[src/rtl/x1_vram_arb.sv]
// ============================================================================
// x1_vram_arb : VRAM bank arbiter, Z80 I/O access vs. CRTC display fetch
// Revision    : 1.0
// ============================================================================
`default_nettype none

module x1_vram_arb #(
  parameter int CPU_MAXWAIT = 4
) (
  input  logic        I_CLK,
  input  logic        I_RESET_n,
  input  logic [5:0]  I_CS,
  input  logic        I_RD_n,
  input  logic        I_WR_n,
  input  logic [13:0] I_A,
  input  logic [7:0]  I_D,
  output logic [7:0]  O_D,
  output logic        O_WAIT_n,
  input  logic        I_VID_REQ,
  input  logic [13:0] I_VID_A,
  output logic        O_VID_ACK,
  output logic        O_VID_VALID,
  output logic [13:0] O_MEM_A,
  output logic [5:0]  O_MEM_CE,
  output logic [5:0]  O_MEM_WE,
  output logic [7:0]  O_MEM_D,
  input  logic [47:0] I_MEM_Q
);

  localparam logic [3:0] MAXWAIT = 4'(CPU_MAXWAIT);

  typedef enum logic [2:0] {
    S_IDLE  = 3'd0,
    S_PEND  = 3'd1,
    S_ISSUE = 3'd2,
    S_DATA  = 3'd3,
    S_HOLD  = 3'd4
  } state_t;

  state_t      state_q, state_d;
  logic [3:0]  starve_q, starve_d;
  logic        act_q;
  logic [5:0]  planes_q;
  logic        wr_q;
  logic [13:0] a_q;
  logic [7:0]  d_q;
  logic [7:0]  dout_q;
  logic        valid_q;

  logic        act_w, start_w, cpu_pend_w, vid_gnt_w;
  logic [7:0]  rdata_w;

  assign act_w   = (|I_CS) & ~(I_RD_n & I_WR_n);
  assign start_w = act_w & ~act_q & (state_q == S_IDLE);

  assign cpu_pend_w = start_w | ((state_q == S_PEND) & (|I_CS));
  assign vid_gnt_w  = I_RESET_n & I_VID_REQ & (state_q != S_ISSUE) &
                      (~cpu_pend_w | (starve_q < MAXWAIT));

  assign O_WAIT_n    = ~(cpu_pend_w | (state_q == S_ISSUE) | (state_q == S_DATA));
  assign O_VID_ACK   = vid_gnt_w;
  assign O_VID_VALID = valid_q;
  assign O_D         = dout_q;

  always_comb begin
    state_d  = state_q;
    starve_d = starve_q;
    case (state_q)
      S_IDLE: begin
        if (start_w) begin
          if (vid_gnt_w) begin
            state_d  = S_PEND;
            starve_d = starve_q + 4'd1;
          end else begin
            state_d = S_ISSUE;
          end
        end
      end
      S_PEND: begin
        if (~|I_CS) begin
          state_d  = S_IDLE;
          starve_d = 4'd0;
        end else if (vid_gnt_w) begin
          starve_d = starve_q + 4'd1;
        end else begin
          state_d = S_ISSUE;
        end
      end
      S_ISSUE: state_d = S_DATA;
      S_DATA: begin
        state_d  = S_HOLD;
        starve_d = 4'd0;
      end
      S_HOLD: begin
        if ((I_RD_n & I_WR_n) | ~|I_CS) state_d = S_IDLE;
      end
      default: state_d = S_IDLE;
    endcase
  end

  always_comb begin
    O_MEM_CE = 6'h00;
    O_MEM_WE = 6'h00;
    O_MEM_A  = 14'h0000;
    O_MEM_D  = 8'h00;
    if (state_q == S_ISSUE) begin
      O_MEM_CE = planes_q;
      O_MEM_WE = wr_q ? planes_q : 6'h00;
      // Character planes are 2K deep; only graphic planes see the full address.
      O_MEM_A  = (|planes_q[2:0]) ? a_q : {3'b000, a_q[10:0]};
      O_MEM_D  = wr_q ? d_q : 8'h00;
    end else if (vid_gnt_w) begin
      O_MEM_CE = 6'h3F;
      O_MEM_A  = I_VID_A;
    end
  end

  // Descending scan so the lowest selected plane wins.
  always_comb begin
    rdata_w = 8'h00;
    for (int i = 5; i >= 0; i--) begin
      if (planes_q[i]) rdata_w = I_MEM_Q[8*i +: 8];
    end
  end

  always_ff @(posedge I_CLK or negedge I_RESET_n) begin
    if (!I_RESET_n) begin
      state_q  <= S_IDLE;
      starve_q <= 4'd0;
      // Held set so a strobe still active across reset is not replayed.
      act_q    <= 1'b1;
      planes_q <= 6'h00;
      wr_q     <= 1'b0;
      a_q      <= 14'h0000;
      d_q      <= 8'h00;
      dout_q   <= 8'h00;
      valid_q  <= 1'b0;
    end else begin
      state_q  <= state_d;
      starve_q <= starve_d;
      act_q    <= act_w;
      valid_q  <= vid_gnt_w;
      if (start_w) begin
        planes_q <= I_CS;
        wr_q     <= ~I_WR_n;
        a_q      <= I_A;
        d_q      <= I_D;
      end
      if ((state_q == S_DATA) && !wr_q) dout_q <= rdata_w;
    end
  end

endmodule

`default_nettype wire

[config.mk]
export PLATFORM = sky130hd
export DESIGN_NAME = x1_vram_arb
export DESIGN_NICKNAME = d
export VERILOG_FILES = /design/src/rtl/x1_vram_arb.sv
export SDC_FILE = /design/constraint.sdc
export NUM_CORES = 1
export LEC_CHECK = 0
export CAP_MARGIN = 25
export CORE_MARGIN = 2
export CORE_UTILIZATION = 33
export DETAILED_ROUTE_END_ITERATION = 16
export PLACE_DENSITY = 0.84
export SYNTH_ARGS = -nofsm -noshare
export SYNTH_HDL_FRONTEND = slang
export SYNTH_SLANG_ARGS = --single-unit
[constraint.sdc]
create_clock -name I_CLK -period 1.7 [get_ports I_CLK]
set_input_delay 0.255 -clock I_CLK [delete_from_list [all_inputs] [get_ports I_CLK]]
set_output_delay 0.255 -clock I_CLK [all_outputs]
set_load 0.01 [all_outputs]
After elaboration in Yosys (flattened, before gate mapping)
Cells that the tools add are included.
W data, S select, Z words.
{"block": "classes", "mux": 25, "bitwise": 18, "order_cmp": 1, "n_reduce_logical": 9, "eq_ne": 8, "n_addsub": 1}
{"cell": "$mux W8", "count": 8}
{"cell": "$mux W14", "count": 3}
{"cell": "$mux W6", "count": 4}
{"cell": "$pmux W3 S5", "count": 1}
{"cell": "$mux W3", "count": 4}
{"cell": "$mux W4", "count": 3}
{"cell": "$pmux W4 S3", "count": 1}
{"cell": "$and A1 B1 Y1", "count": 8}
{"cell": "$eq A3 B2 Y1 const B", "count": 2}
{"cell": "$reduce_or A6 Y1", "count": 1}
{"cell": "$not A1 Y1", "count": 5}
{"cell": "$or A1 B1 Y1", "count": 5}
{"cell": "$add A4 B1 Y4 const B", "count": 1}
{"cell": "$lt A4 B3 Y1 const B", "count": 1}
{"cell": "$ne A2 B2 Y1 const B", "count": 2}
{"cell": "$eq A3 B1 Y1 const B", "count": 1}
{"cell": "$eq A3 B3 Y1 const B", "count": 1}
{"cell": "$logic_not A3 Y1", "count": 1}
{"cell": "$ne A3 B2 Y1 const B", "count": 1}
{"cell": "$ne A3 B3 Y1 const B", "count": 1}
{"cell": "$reduce_and A3 Y1", "count": 1}
{"cell": "$reduce_bool A3 Y1", "count": 1}
{"cell": "$reduce_or A3 Y1", "count": 1}
{"cell": "$logic_not A1 Y1", "count": 2}
{"cell": "3 further kinds", "count": 3}
{"block": "word_totals", "wordCells": 71, "regBits": 46, "input_bits": 95, "output_inout_bits": 45}

Logic depth before layout (Yosys ltp)
Gate-level depths: netlist of run 1.
{"block": "logic_depth", "word_depth": 12, "ltp_mapped": 8, "mapped_depth_nobuf": 5}

Worst setup path after synthesis of run 1
No wires, ideal clock.
{"block": "synth_timing", "kind": "input to output", "from": "input port I_CS[1]", "to": "output port O_MEM_A[12]", "t_arrival_ns": 1.539, "cell_stages": 6, "n_path_buf": 2, "setup_slack_ns": -0.094, "path_cell_list": "or4_4 -> o21ai_2 -> o41a_2 -> buf_6 -> buf_6 -> a22o_1"}
{"block": "synth_via", "elab_chain_len": 10}
{"element": "start: declaration", "line": "12", "rtl": "input logic [5:0] I_CS,"}
{"element": "$reduce_or A6 Y1 (*)", "line": "53, 56"}
{"element": "$and A1 B1 Y1", "line": "53", "rtl": "assign act_w = (|I_CS) & ~(I_RD_n & I_WR_n);"}
{"element": "$and A1 B1 Y1 (2 in series)", "line": "54", "rtl": "assign start_w = act_w & ~act_q & (state_q == S_IDLE);"}
{"element": "$or A1 B1 Y1 (*)", "line": "56", "rtl": "assign cpu_pend_w = start_w | ((state_q == S_PEND) & (|I_CS));"}
{"element": "$not A1 Y1 (*)", "line": "58", "rtl": "(~cpu_pend_w | (starve_q < MAXWAIT));"}
{"element": "$or A1 B1 Y1 (*)", "line": "58"}
{"element": "$and A1 B1 Y1 (*)", "line": "57", "rtl": "assign vid_gnt_w = I_RESET_n & I_VID_REQ & (state_q != S_ISSUE) &"}
{"element": "net O_VID_ACK", "line": "21", "rtl": "output logic O_VID_ACK,"}
{"element": "$mux W14 (*)", "line": "112", "rtl": "end else if (vid_gnt_w) begin"}
{"element": "$mux W14 (*)", "line": "106", "rtl": "if (state_q == S_ISSUE) begin"}
{"element": "end: declaration", "line": "23", "rtl": "output logic [13:0] O_MEM_A,"}
The timed path passes the listed nets; every way through them passes the cells marked *.

Final worst setup path of run 1
{"block": "layout_timing", "from": "register starve_q[2]", "to": "output port O_MEM_A[1]"}
{"block": "layout_via", "elab_chain_len": 5}
{"element": "start: declaration", "line": "41", "rtl": "logic [3:0] starve_q, starve_d;"}
{"element": "start signal: assignment", "line": "140", "rtl": "starve_q <= starve_d;"}
{"element": "$lt A4 B3 Y1", "line": "58"}
{"element": "$or A1 B1 Y1", "line": "58"}
{"element": "$and A1 B1 Y1", "line": "57"}
{"element": "$mux W14", "line": "112"}
{"element": "$mux W14", "line": "106"}
Every way passes these cells.

==> impl_results.md, run 1 <==
* Status: finished, violations left
* Warnings from Yosys at 0
* Synthesized flop and latch total at 46
* Met1 WL at 3.93 mm
* Crit start category: flip-flop
* Final critical-path required period at 2250 ps
* Fmax at 444 MHz
* Pwr Density at 1450 mW/mm^2
* Die height at 92.3 um
* Fin util at 63.3%
* DR WL met2 at 5.16 mm
* Remaining DRCs at 0
* RSZ-0062 raised after global routing: yes
* Slowest CP cell: o41a_4
* First-pass GRT wire length at 14.9 mm
* Most common cell after layout, fill and taps aside: clkdlybuf4s50_1
* Synthesized Nets at 350
* CP Cell Sequence: nor2_1 -> o41a_4 -> buf_12 -> buf_12 -> a22o_1 -> buf_2
* Initial antenna violation count at 0
* Syn Area/Cell at 10.1 um^2
* WL per Instance at 18.1 um
* DR WL met3 at 597 um
* Worst path most repeated cell: buf_12
* Initial drt markers at 154
* Worst-path fanout max at 8
* Yosys cell types at 35
* Violated checks: negative setup slack
* Clock transition at the registers of the reported paths at 100 ps
* Hold crit path type: input port to asynchronous set/reset pin
* Synth Cell Area at 0.00257 mm^2
* H-Tree Depth at 2
* DR vias at 2840
* Leak at 2.18 nW
* Overall Power at 7.01 mW
* Final setup skew at 9.41 ps
* Worst vdd ir at 0.717 mV
* Setup Viol. Count Final at 70
* Design area at 0.00484 mm^2
* Max-cap violations at 0
* Vias in the first global route at 2904
* Final Slew Violations at 0
* Worst skew pair latency at 310 ps
* Initial Util at 33.6%
* Highest Signal Layer: met4
* Reg2reg start: act_q
* Clock Root Buffer: clkbuf_8
* Worst EP arrival at 2000 ps
* Final ANT Viol Nets at 0
* CTS tree: built
* CTS Sinks at 46
* Most frequent cells in the layout: clkdlybuf4s50_1, dfrtp_1, buf_4, buf_6
* First-pass DRT Iterations at 4
* CTS hold repair buffers at 0
* CORE AREA at 0.00765 mm^2
* Crit-path max cell delay at 520 ps
* Die area at 0.00851 mm^2
* Non-Filler Instances at 547
* Synth Instances at 254
* Final worst path period share at 133%
* Crit. End Element: output pin
* Max Buffers Root-to-Sink at 2
* All-Layer GR Usage at 22.2%
* Congestion Overflow GR at 0
* Final net count at 540
* Crit. Startpoint: starve_q[2]
* # diodes at 0
* PortBufs at 139
* CTS Buf Count at 5
* Post-Place Cells at 505
* Fin. Hold Viols at 0
* Ports at 140
* Cell area after placement at 0.00424 mm^2
* Largest net degree at the start of global routing at 48
* DP HPWL at 6.35 mm
* Worst Tran Pin Value at 635 ps
* GP Congestion at 0.889
* Fillers at 579
* Layout cells sized above 1 at 40.4%
* Relative slew slack at 57.7%
* Crit Path Class: flip-flop to output pin
* Synth-to-Final Area Change at 88.1%
* Sequential area share after synthesis at 44.8%
* Vias per cell at 5.19
* Final worst slack at -553 ps
* Die W at 92.3 um
* WL final at 9.91 mm
* WP data required at 1440 ps
* # rows at 32
## repair_timing
action                                  in CTS  in global routing
buffers inserted                            19                 17
resized for setup                          181                 74
cloned                                       5                  0
pin swaps                                   12                 13
endpoints found under the setup margin      70                 77
## where the power goes
group	switching (mW)	internal, mW	total [mW]
logic	1.92	2.41	4.32
registers	0.412	1.59	2.00
clock network	0.406	0.290	0.696
## final timing paths
path | end | slack [ps] | cells past startpoint
worst max-delay path | O_MEM_A[1] | -550 | 6
worst min-delay path | a_q[8] | 60 | 2
worst max register to register | a_q[4] | -160 | 8
worst min register to register | a_q[8] | 520 | 1
max in group asynchronous | state_q[0] | 1220 | 2
min in group I_CLK | planes_q[2] | 190 | 2
## registers in the layout, indices dropped and copies added (netlist names)
signal / flops
starve_q: 4
state_q: 3
O_D: 8
planes_q: 6
O_VID_VALID: 1
act_q: 1
d_q: 8
wr_q: 1
a_q: 14
## layout make-up
type                       count  area [um^2]  area share [%]
multi-input combinational    176         1440            29.7
inverter                      10         40.0           0.828
timing repair buffer         205         1990            41.2
tap                          102          128            2.64
clock buffer                   5         68.8            1.42
clock inverter                 3         21.3           0.440
sequential                    46         1150            23.8
## stage by stage
step / TNS (ps) / setup slack, ps / hold WS, ps
floorplan: -1060 / -90.1 / -40.6
global placement: -44100 / -986 / 407
detailed placement: -44870 / -1020 / 409
CTS: -16520 / -525 / 72.9
global route: -23670 / -562 / 101
finish: -21810 / -553 / 56.1
## routing by layer
metal / up-vias / GRT usage [%]
met2: 121 / 39.5
met3: 19 / 4.11
met5: - / 0
li1: 1305 / -
met1: 1395 / 27.3
met4: 0 / 6.72
## cell families after synthesis
kind of cell | Yosys count | synth area share, %
compound gates | 77 | 21.3
simple gates | 70 | 14.1
flops | 46 | 44.8
buf+inv | 32 | 6.47
mux | 28 | 12.8
fa+ha+maj | 1 | 0.487
## worst max-delay path: cells and delay by family (launching register included)
family	cells	cell delay (ps)
AOI/OAI and AO/OA	2	710
buffers and inverters	3	410
DFF	1	450
and+or+nand+nor	1	130
## synthesized netlist by cell type
cell	instances	area, um^2
a211oi_1	2	15.0
a21o_1	6	45.0
dfstp_2	1	26.3
buf_2	1	5.00
mux2_2	24	270
o211ai_2	1	12.5
a22o_1	14	123
or4_4	1	11.3
dfrtp_1	45	1130
o21bai_1	1	7.51
nand2_1	22	82.6
and2_1	2	12.5
nand4b_1	1	8.76
and3_1	14	87.6
nor3b_2	1	12.5
or2_2	1	6.26
a221oi_1	8	70.1
a21oi_1	21	105
a31oi_1	9	56.3
inv_1	10	37.5
clkbuf_1	15	56.3
nand3_1	1	5.00
o31a_1	1	8.76
ha_1	1	12.5
nor2_1	15	56.3
o21ai_0	3	15.0
nor3_2	1	10.0
o31ai_1	8	60.1
buf_6	6	67.6
o21ai_2	1	8.76
mux2_4	4	60.1
o41a_2	1	12.5
nor2b_1	10	62.6
a41oi_1	1	8.76
nand4_1	1	6.26
No activity file was read; power rests on OpenSTA's default activity.
==> run 2: changes to the inputs <==
--- a/config.mk
+++ b/config.mk
@@ -5,11 +5,13 @@
 export SDC_FILE = /design/constraint.sdc
 export NUM_CORES = 1
 export LEC_CHECK = 0
+export ABC_AREA = 0
 export CAP_MARGIN = 25
 export CORE_MARGIN = 2
-export CORE_UTILIZATION = 33
+export CORE_UTILIZATION = 36
+export CTS_BUF_LIST = sky130_fd_sc_hd__clkbuf_8
 export DETAILED_ROUTE_END_ITERATION = 16
-export PLACE_DENSITY = 0.84
+export PLACE_DENSITY = 0.89
 export SYNTH_ARGS = -nofsm -noshare
 export SYNTH_HDL_FRONTEND = slang
 export SYNTH_SLANG_ARGS = --single-unit
==> impl_results.md, run 2 (synthesized netlist as in run 1, its figures left out) <==
* Status: finished, violations left
* Violated checks: negative setup slack
* Congestion Overflow GR at 0
* Vias in the first global route at 3039
* RSZ-0062 raised after global routing: yes
* Hold crit path type: input port to asynchronous set/reset pin
* CTS tree: built
* Max-cap violations at 0
* Pwr Density at 1490 mW/mm^2
* # rows at 30
* Sequential cell area at 0.00115 mm^2
* GP Congestion at 0.926
* Layout cells sized above 1 at 40.9%
* Max Buffers Root-to-Sink at 2
* Crit. End Element: output pin
* WL final at 10.7 mm
* CTS Sinks at 46
* Final critical-path required period at 2170 ps
* WP data required at 1440 ps
* Ports at 140
* Die W at 88.5 um
* PortBufs at 139
* Relative slew slack at 56.6%
* Fillers at 459
* Setup Viol. Count Final at 69
* Cell area after placement at 0.00423 mm^2
* Fin util at 71.2%
* R2r setup slk at -160 ps
* Final setup skew at 8.59 ps
* Worst skew pair latency at 320 ps
* Most frequent cells in the layout: clkdlybuf4s50_1, dfrtp_1, buf_6, buf_4, nand2_1
* Crit start category: flip-flop
* Initial drt markers at 237
* Worst Tran Pin Value at 651 ps
* # diodes at 0
* Crit Path Class: flip-flop to output pin
* Fin. Hold Viols at 0
* H-Tree Depth at 2
* Fmax at 461 MHz
* Highest Signal Layer: met4
* Final worst slack at -470 ps
* Final net count at 538
* Worst-path fanout max at 7
* CORE AREA at 0.00687 mm^2
* All-Layer GR Usage at 27.0%
* Design area at 0.00489 mm^2
* DR vias at 2870
* Clock transition at the registers of the reported paths at 100 ps
* Worst vdd ir at 0.879 mV
* Initial antenna violation count at 0
* Clock Root Buffer: clkbuf_8
* Die height at 88.5 um
* Max FFs per register at 14
* Worst EP arrival at 1920 ps
* Multi-input gate area at 0.00148 mm^2
* Met1 WL at 3.96 mm
* Synth-to-Final Area Change at 90.2%
* Largest net degree at the start of global routing at 48
* Die area at 0.00783 mm^2
* DP HPWL at 6.26 mm
* Biggest register: a_q
* Leak at 2.18 nW
* Vias per cell at 5.32
* Remaining DRCs at 0
* Final ANT Viol Nets at 0
* First-pass GRT wire length at 15.9 mm
* Final worst path period share at 128%
* DR WL met2 at 5.58 mm
* Most common cell after layout, fill and taps aside: clkdlybuf4s50_1
* WL per Instance at 19.9 um
* Final Slew Violations at 0
* DR WL met3 at 803 um
* CTS Buf Count at 5
* Initial Util at 37.4%
* First-pass DRT Iterations at 4
==> run 2: changes by cell type in the layout (fill, tap and decap cells not counted), sizes merged <==
cell and change:
buf -2, clkbuf -1, clkdlybuf4s15 +1, clkinv -1
dlygate4sd2 -1, dlymetal6s2s +1, inv +1
==> run 2: power by group <==
| group | switching (mW) | internal, mW |
|---|---|---|
| combinational | 1.99 | 2.53 |
| sequential | 0.427 | 1.58 |
| clock | 0.446 | 0.298 |
==> run 2: metal layers <==
metal / up-vias / global-route usage (%)
met5: - / 0
met4: 0 / 9.64
met3: 33 / 7.46
met2: 135 / 47.0
met1: 1396 / 31.8
li1: 1306 / -
==> run 2: final timing paths <==
kind	startpoint	to	cells past startpoint
worst max-delay path	act_q	O_MEM_A[12]	6
worst min-delay path	I_RESET_n	O_D[1]	2
worst max register to register	state_q[1]	starve_q[0]	10
worst min register to register	d_q[6]	d_q[6]	1
max in group asynchronous	I_RESET_n	state_q[0]	2
min in group I_CLK	I_CS[1]	planes_q[1]	2
==> run 2: critical path, stage by stage (launching register included) <==
cell	delay [ps]
dfstp_2	390
a21oi_4	150
nor2_2	70
o41a_4	490
buf_16	160
a22o_1	190
buf_2	140
==> run 2: final cells by class <==
type                       instances  area share [%]
clock inverter                     3           0.512
clock buffer                       5            1.41
timing repair buffer             203            40.9
inverter                          10           0.819
sequential                        46            23.6
tap                               96            2.46
multi-input combinational        176            30.3
==> run 2: what timing repair did <==
item | 4_1_cts | 5_1_grt
pin swaps | 19 | 15
endpoints found under the setup margin | 70 | 78
setup buffers | 33 | 10
gates cloned | 6 | 0
hold buffers | 0 | 0
gates resized for setup | 236 | 31
==> run 2: through the flow <==
| step | std cells | power, mW | hold slack [ps] | setup TNS [ps] | setup WS [ps] |
|---|---|---|---|---|---|
| after global routing | 539 | 7.68 | 107 | -19180 | -505 |
| after floorplan | 254 | 3.79 | -40.6 | -1060 | -90.1 |
| final | 539 | 7.27 | 40.6 | -16540 | -470 |
| after CTS | 537 | 6.91 | 63.7 | -19390 | -434 |
| after detailed placement | 497 | 5.53 | 406 | -43540 | -977 |
| after global placement | 497 | 5.40 | 400 | -42750 | -937 |
